`src/rtl/mem_access_stage_pkg.sv`:
```
// Shared encodings and default sizes for the MIPS MEM stage.
package mem_access_stage_pkg;
  localparam int ADDR_W_DEF  = 11;
  localparam int DATA_W_DEF  = 32;
  localparam int REG_AW_DEF  = 5;
  localparam int TIMEOUT_DEF = 15;

  typedef enum logic {
    IDLE = 1'b0,
    BUSY = 1'b1
  } state_t;
endpackage

```
`src/rtl/mem_timeout_counter.sv`:
```
// Counts BUSY cycles without an ack; expired flags the cycle whose increment would reach TIMEOUT.
module mem_timeout_counter #(
  parameter int TIMEOUT = 15
) (
  input  logic clock,
  input  logic reset_n,
  input  logic clear,
  input  logic enable,
  output logic expired
);
  localparam int CW = $clog2(TIMEOUT + 1);
  localparam logic [CW-1:0] LAST = CW'(TIMEOUT - 1);

  logic [CW-1:0] count;

  always_ff @(posedge clock or negedge reset_n) begin
    if (!reset_n)    count <= '0;
    else if (clear)  count <= '0;
    else if (enable) count <= count + 1'b1;
  end

  assign expired = enable && (count == LAST);
endmodule

```
`src/rtl/mem_access_stage.sv`:
```
// MIPS MEM stage: runs loads/stores over a req/ack port, stalls upstream while busy,
// and emits one writeback strobe per retired ALU op or load.
module mem_access_stage
  import mem_access_stage_pkg::*;
#(
  parameter int ADDR_W  = ADDR_W_DEF,
  parameter int DATA_W  = DATA_W_DEF,
  parameter int REG_AW  = REG_AW_DEF,
  parameter int TIMEOUT = TIMEOUT_DEF
) (
  input  logic              clock,
  input  logic              reset_n,
  input  logic              flush,
  input  logic              memory_RD,
  input  logic              memory_WR,
  input  logic              ALU,
  input  logic [ADDR_W-1:0] address_for_memory_RD,
  input  logic [ADDR_W-1:0] address_for_memory_WR,
  input  logic [DATA_W-1:0] data_for_WR,
  input  logic [REG_AW-1:0] address_for_register_RD,
  input  logic [DATA_W-1:0] result,
  output logic              hold,
  output logic              mem_req,
  output logic              mem_we,
  output logic [ADDR_W-1:0] mem_addr,
  output logic [DATA_W-1:0] mem_wdata,
  input  logic [DATA_W-1:0] mem_rdata,
  input  logic              mem_ack,
  output logic              wb_valid,
  output logic [REG_AW-1:0] wb_addr,
  output logic [DATA_W-1:0] wb_data,
  output logic              timeout_err
);
  state_t state, state_next;
  logic busy, idle_go, start_wr, start_rd, alu_go, expired;
  logic kill, is_load;
  logic [REG_AW-1:0] dest;

  assign busy     = (state == BUSY);
  assign idle_go  = !busy && !flush;
  assign start_wr = idle_go && memory_WR;
  assign start_rd = idle_go && !memory_WR && memory_RD;
  assign alu_go   = idle_go && !memory_WR && !memory_RD && ALU;

  mem_timeout_counter #(.TIMEOUT(TIMEOUT)) u_tmo (
    .clock   (clock),
    .reset_n (reset_n),
    .clear   (!busy),
    .enable  (busy && !mem_ack),
    .expired (expired)
  );

  always_ff @(posedge clock or negedge reset_n) begin
    if (!reset_n) state <= IDLE;
    else          state <= state_next;
  end

  always_comb begin
    state_next = state;
    hold       = 1'b0;
    case (state)
      IDLE: if (start_wr || start_rd) begin
        state_next = BUSY;
        hold       = 1'b1;
      end
      BUSY: if (mem_ack || expired) state_next = IDLE;
            else                    hold       = 1'b1;
      default: state_next = IDLE;
    endcase
    if (!reset_n) hold = 1'b0;
  end

  always_ff @(posedge clock or negedge reset_n) begin
    if (!reset_n) begin
      mem_req     <= 1'b0;
      mem_we      <= 1'b0;
      mem_addr    <= '0;
      mem_wdata   <= '0;
      wb_valid    <= 1'b0;
      wb_addr     <= '0;
      wb_data     <= '0;
      timeout_err <= 1'b0;
      kill        <= 1'b0;
      is_load     <= 1'b0;
      dest        <= '0;
    end else begin
      wb_valid <= 1'b0;
      if (start_wr) begin
        mem_req   <= 1'b1;
        mem_we    <= 1'b1;
        mem_addr  <= address_for_memory_WR;
        mem_wdata <= data_for_WR;
        is_load   <= 1'b0;
        kill      <= 1'b0;
      end else if (start_rd) begin
        mem_req <= 1'b1;
        mem_we  <= 1'b0;
        mem_addr <= address_for_memory_RD;
        dest    <= address_for_register_RD;
        is_load <= 1'b1;
        kill    <= 1'b0;
      end else if (alu_go && address_for_register_RD != '0) begin
        wb_valid <= 1'b1;
        wb_addr  <= address_for_register_RD;
        wb_data  <= result;
      end
      if (busy) begin
        // A flush never withdraws the request; it only drops the writeback.
        if (flush) kill <= 1'b1;
        if (mem_ack) begin
          mem_req <= 1'b0;
          kill    <= 1'b0;
          if (is_load && !kill && !flush && dest != '0) begin
            wb_valid <= 1'b1;
            wb_addr  <= dest;
            wb_data  <= mem_rdata;
          end
        end else if (expired) begin
          mem_req     <= 1'b0;
          kill        <= 1'b0;
          timeout_err <= 1'b1;
        end
      end
    end
  end
endmodule

```
`config.mk`:
```
export PLATFORM = sky130hd
export DESIGN_NAME = mem_access_stage
export DESIGN_NICKNAME = d
export VERILOG_FILES = /design/src/rtl/mem_access_stage_pkg.sv /design/src/rtl/mem_timeout_counter.sv /design/src/rtl/mem_access_stage.sv
export SDC_FILE = /design/constraint.sdc
export NUM_CORES = 1
export LEC_CHECK = 0
export CORE_MARGIN = 8
export CORE_UTILIZATION = 36
export DETAILED_ROUTE_END_ITERATION = 7
export GPL_TIMING_DRIVEN = 0
export PLACE_DENSITY = 0.73
export SYNTH_ARGS = -nofsm -noshare
export SYNTH_HDL_FRONTEND = slang
export SYNTH_SLANG_ARGS = --single-unit
```
`constraint.sdc`:
```
create_clock -name clock -period 1.7 [get_ports clock]
set_input_delay 0.425 -clock clock [delete_from_list [all_inputs] [get_ports clock]]
set_output_delay 0.425 -clock clock [all_outputs]
set_load 0.02 [all_outputs]
```
==> impl_metrics.tcl <==
set metrics [dict create \
    period_share 1.15 \
    first_global_vias 4409 \
    vias 3999 \
    synth_edf_count 0 \
    clock.fmax_mhz 513 \
    clock_latency_ns 0.34 \
    multiInputGateArea_um2 1960 \
    io_pins 215 \
    holdWs_ns 0.0390 \
    setup_slack_ns -0.249 \
    grt_usage 0.204 \
    wl_per_cell_um 19.4 \
    die_area_um2 15200 \
    syn_inst 410 \
    grt_use_met3 0.0863 \
    worstSetupPathType "reg2out" \
    cp-start-kind "flop" \
    seqCellArea_um2 2400 \
    grt_overflow_total 0 \
    final_max_slew_viol_count 0 \
    synthDominantCellAreaShare 0.580 \
    globalplace.congestion 0.790 \
    worstSetupEndpointType "output port" \
    ctsHoldBuffers 0 \
    cts_root_buffer "clkbuf_16" \
    vdd_ir_drop_max_v 0.000770 \
    yosysTopAreaCell "dfrtp_1" \
    dpl_cell_area_um2 6480 \
    slew_headroom 0.690 \
    top_usage_layer "met2" \
    final_util 0.665 \
    grt_max_degree 54 \
    rsz0062_at_grt "yes" \
    drt_iter0_markers 168 \
    fin_skew_ns 0.0103 \
    cts_buffers 9 \
    outcome "finished, violations left" \
    core_um2 11300 \
    synth.most_common_cell "nand2_1" \
    worst_ep_arrival_time_ns 1.52 \
    dr.pass1.iters 4 \
    violations "negative setup slack" \
    tns_ns -4.34 \
    grt_first_pass_wirelength_mm 24.0 \
    initial_core_util 0.366 \
    finalCriticalPeriod_ns 1.95 \
    grt_antenna_before_repair 3 \
    postSynthAreaPerCell_um2 10.1 \
    die_w_um 123 \
    synthTopCellsByArea "dfrtp_1 58%, mux2i_1 10%, nand2_1 10%" \
    dp_hpwl_mm 11.1 \
    synth-seq-cells 96 \
    ys.warnings.count 0 \
    synth_common_cells "112 x nand2_1, 96 x dfrtp_1, 43 x mux2i_1, 38 x nor2_1, 36 x a21oi_1" \
    drive_above_1_share 0.229 \
    synth.net_count 542 \
    drt-total-wl_mm 15.8 \
    hold_path_class "in2async" \
    clk_pin_slew_ns 0.06 \
    io_buffers 213 \
    htreeDepth 3 \
    power.total_mw 9.24 \
    fp.dieH_um 123 \
    synthFlopType "dfrtp_1" \
    rows 39 \
    fin_nets 799 \
    fin_area_um2 7530 \
    nFillCells 886 \
    synth_cell_types 30 \
    pre_cts_ws_ns -0.898 \
    tightest_slew_ns 0.466 \
    cts_tree "done" \
    clockBufferDepth 2 \
    antenna_left 0 \
    met2_usage 0.344 \
    remaining_drc_errors 0 \
    required_ns 1.27 \
    ys_seq_area_frac 0.580 \
    power.density_nw_per_um2 1230 \
    viasPerCell 4.92 \
    use_met1 0.235 \
    path_max_fanout 4 \
    p_leak_nw 3.63 \
    dp_cells 767 \
    finalSetupViolCount 39 \
    ys_async_sr_fraction 1.00 \
    synth_area_um2 4140 \
    area_delta_synth_final_pct 81.8 \
    maxCapViolCount 0 \
    instances_no_fill 813 \
    hold_viol 0 \
    cts_sinks 96 \
]
## routing by layer
layer  vias to the layer above  wire, um
li1                       1874         -
met1                      1910      6120
met2                       192      7540
met3                        19      1890
met4                         4       201
met5                         -        31
## flip-flops by register name, summed over array words and instances, names as in the netlist
signal and count:
mem_wdata 32, mem_req 1, timeout_err 1, wb_valid 1, wb_data 32, mem_we 1
wb_addr 5, u_tmo.count 4, busy 1, kill 1, mem_addr 11, dest 5
is_load 1
## cell families (layout without fill, tap and decap cells)
family | after synthesis | in the layout | share of synthesized area
simple gates | 171 | 171 | 0.169
flops | 96 | 96 | 0.580
compound gates | 61 | 61 | 0.0819
mux | 48 | 48 | 0.118
buf+inv | 29 | 288 | 0.0390
xor+xnor | 3 | 3 | 0.00635
fa+ha+maj | 2 | 2 | 0.00604
other cells | 0 | 1 | 0
## critical path, stage by stage, from the launching register on
cell	delay [ns]
dfrtp_1	0.42
inv_1	0.07
ha_2	0.19
nand3_4	0.08
nand2b_4	0.10
o31ai_4	0.07
and2_4	0.14
buf_6	0.12
## power breakdown
part           internal (mW)  switching [mW]
registers               3.03           0.434
logic                   1.70            2.08
clock network           1.16           0.833
## path summary, 6_finish.rpt
check                                                start  depth (start not counted)  slack (ns)             to
worst min-delay path                               reset_n                          1        0.04     wb_data[2]
worst min register to register               mem_wdata[19]                          2        0.47  mem_wdata[19]
worst max register to register                     dest[4]                          7       -0.19    wb_data[21]
min in group clock              address_for_register_RD[1]                          2        0.36        dest[1]
worst max-delay path                        u_tmo.count[0]                          7       -0.25           hold
max in group asynchronous                          reset_n                          2        1.07    mem_addr[4]
## cell type report
cell class              count  share of cell area
repair buffers            247               0.326
diodes                      1            0.000332
clock buffers              12              0.0327
well taps                 143              0.0238
flip-flops and latches     96               0.319
inverters                   4             0.00199
multi-input cells         285               0.260
clock inverters             1             0.00399
plain buffers              24              0.0321
## timing repair
action / in CTS / in global routing
gates resized for setup: 198 / 67
setup buffers: 25 / 8
cloned: 9 / 0
pin swaps: 9 / 5
setup endpoints to repair: 168 / 82
## layout by cell type, fill, tap and decap left out, types with 2 or more instances in the layout
| cell | netlist | final |
|---|---|---|
| clkbuf_16 | 0 | 10 |
| a21oi_2 | 0 | 35 |
| buf_4 | 0 | 18 |
| clkdlybuf4s50_1 | 0 | 120 |
| buf_16 | 0 | 4 |
| nor2_2 | 0 | 9 |
| buf_2 | 10 | 3 |
| and2_1 | 7 | 5 |
| dlygate4sd2_1 | 0 | 86 |
| clkbuf_1 | 12 | 6 |
| or4_4 | 0 | 2 |
| a22oi_1 | 4 | 4 |
| clkbuf_8 | 0 | 3 |
| nand2_1 | 112 | 111 |
| inv_1 | 4 | 4 |
| o21ai_0 | 14 | 14 |
| mux2i_1 | 43 | 40 |
| nor2_1 | 38 | 12 |
| nor2_4 | 0 | 17 |
| buf_6 | 1 | 13 |
| clkbuf_2 | 0 | 6 |
| buf_12 | 2 | 8 |
| o211ai_1 | 2 | 2 |
| nand2b_1 | 4 | 3 |
| mux2_2 | 5 | 5 |
| buf_8 | 0 | 4 |
| xnor2_1 | 3 | 3 |
| mux2i_2 | 0 | 3 |
| dfrtp_1 | 96 | 96 |
Note: power is estimated with default switching activity, not from simulation.
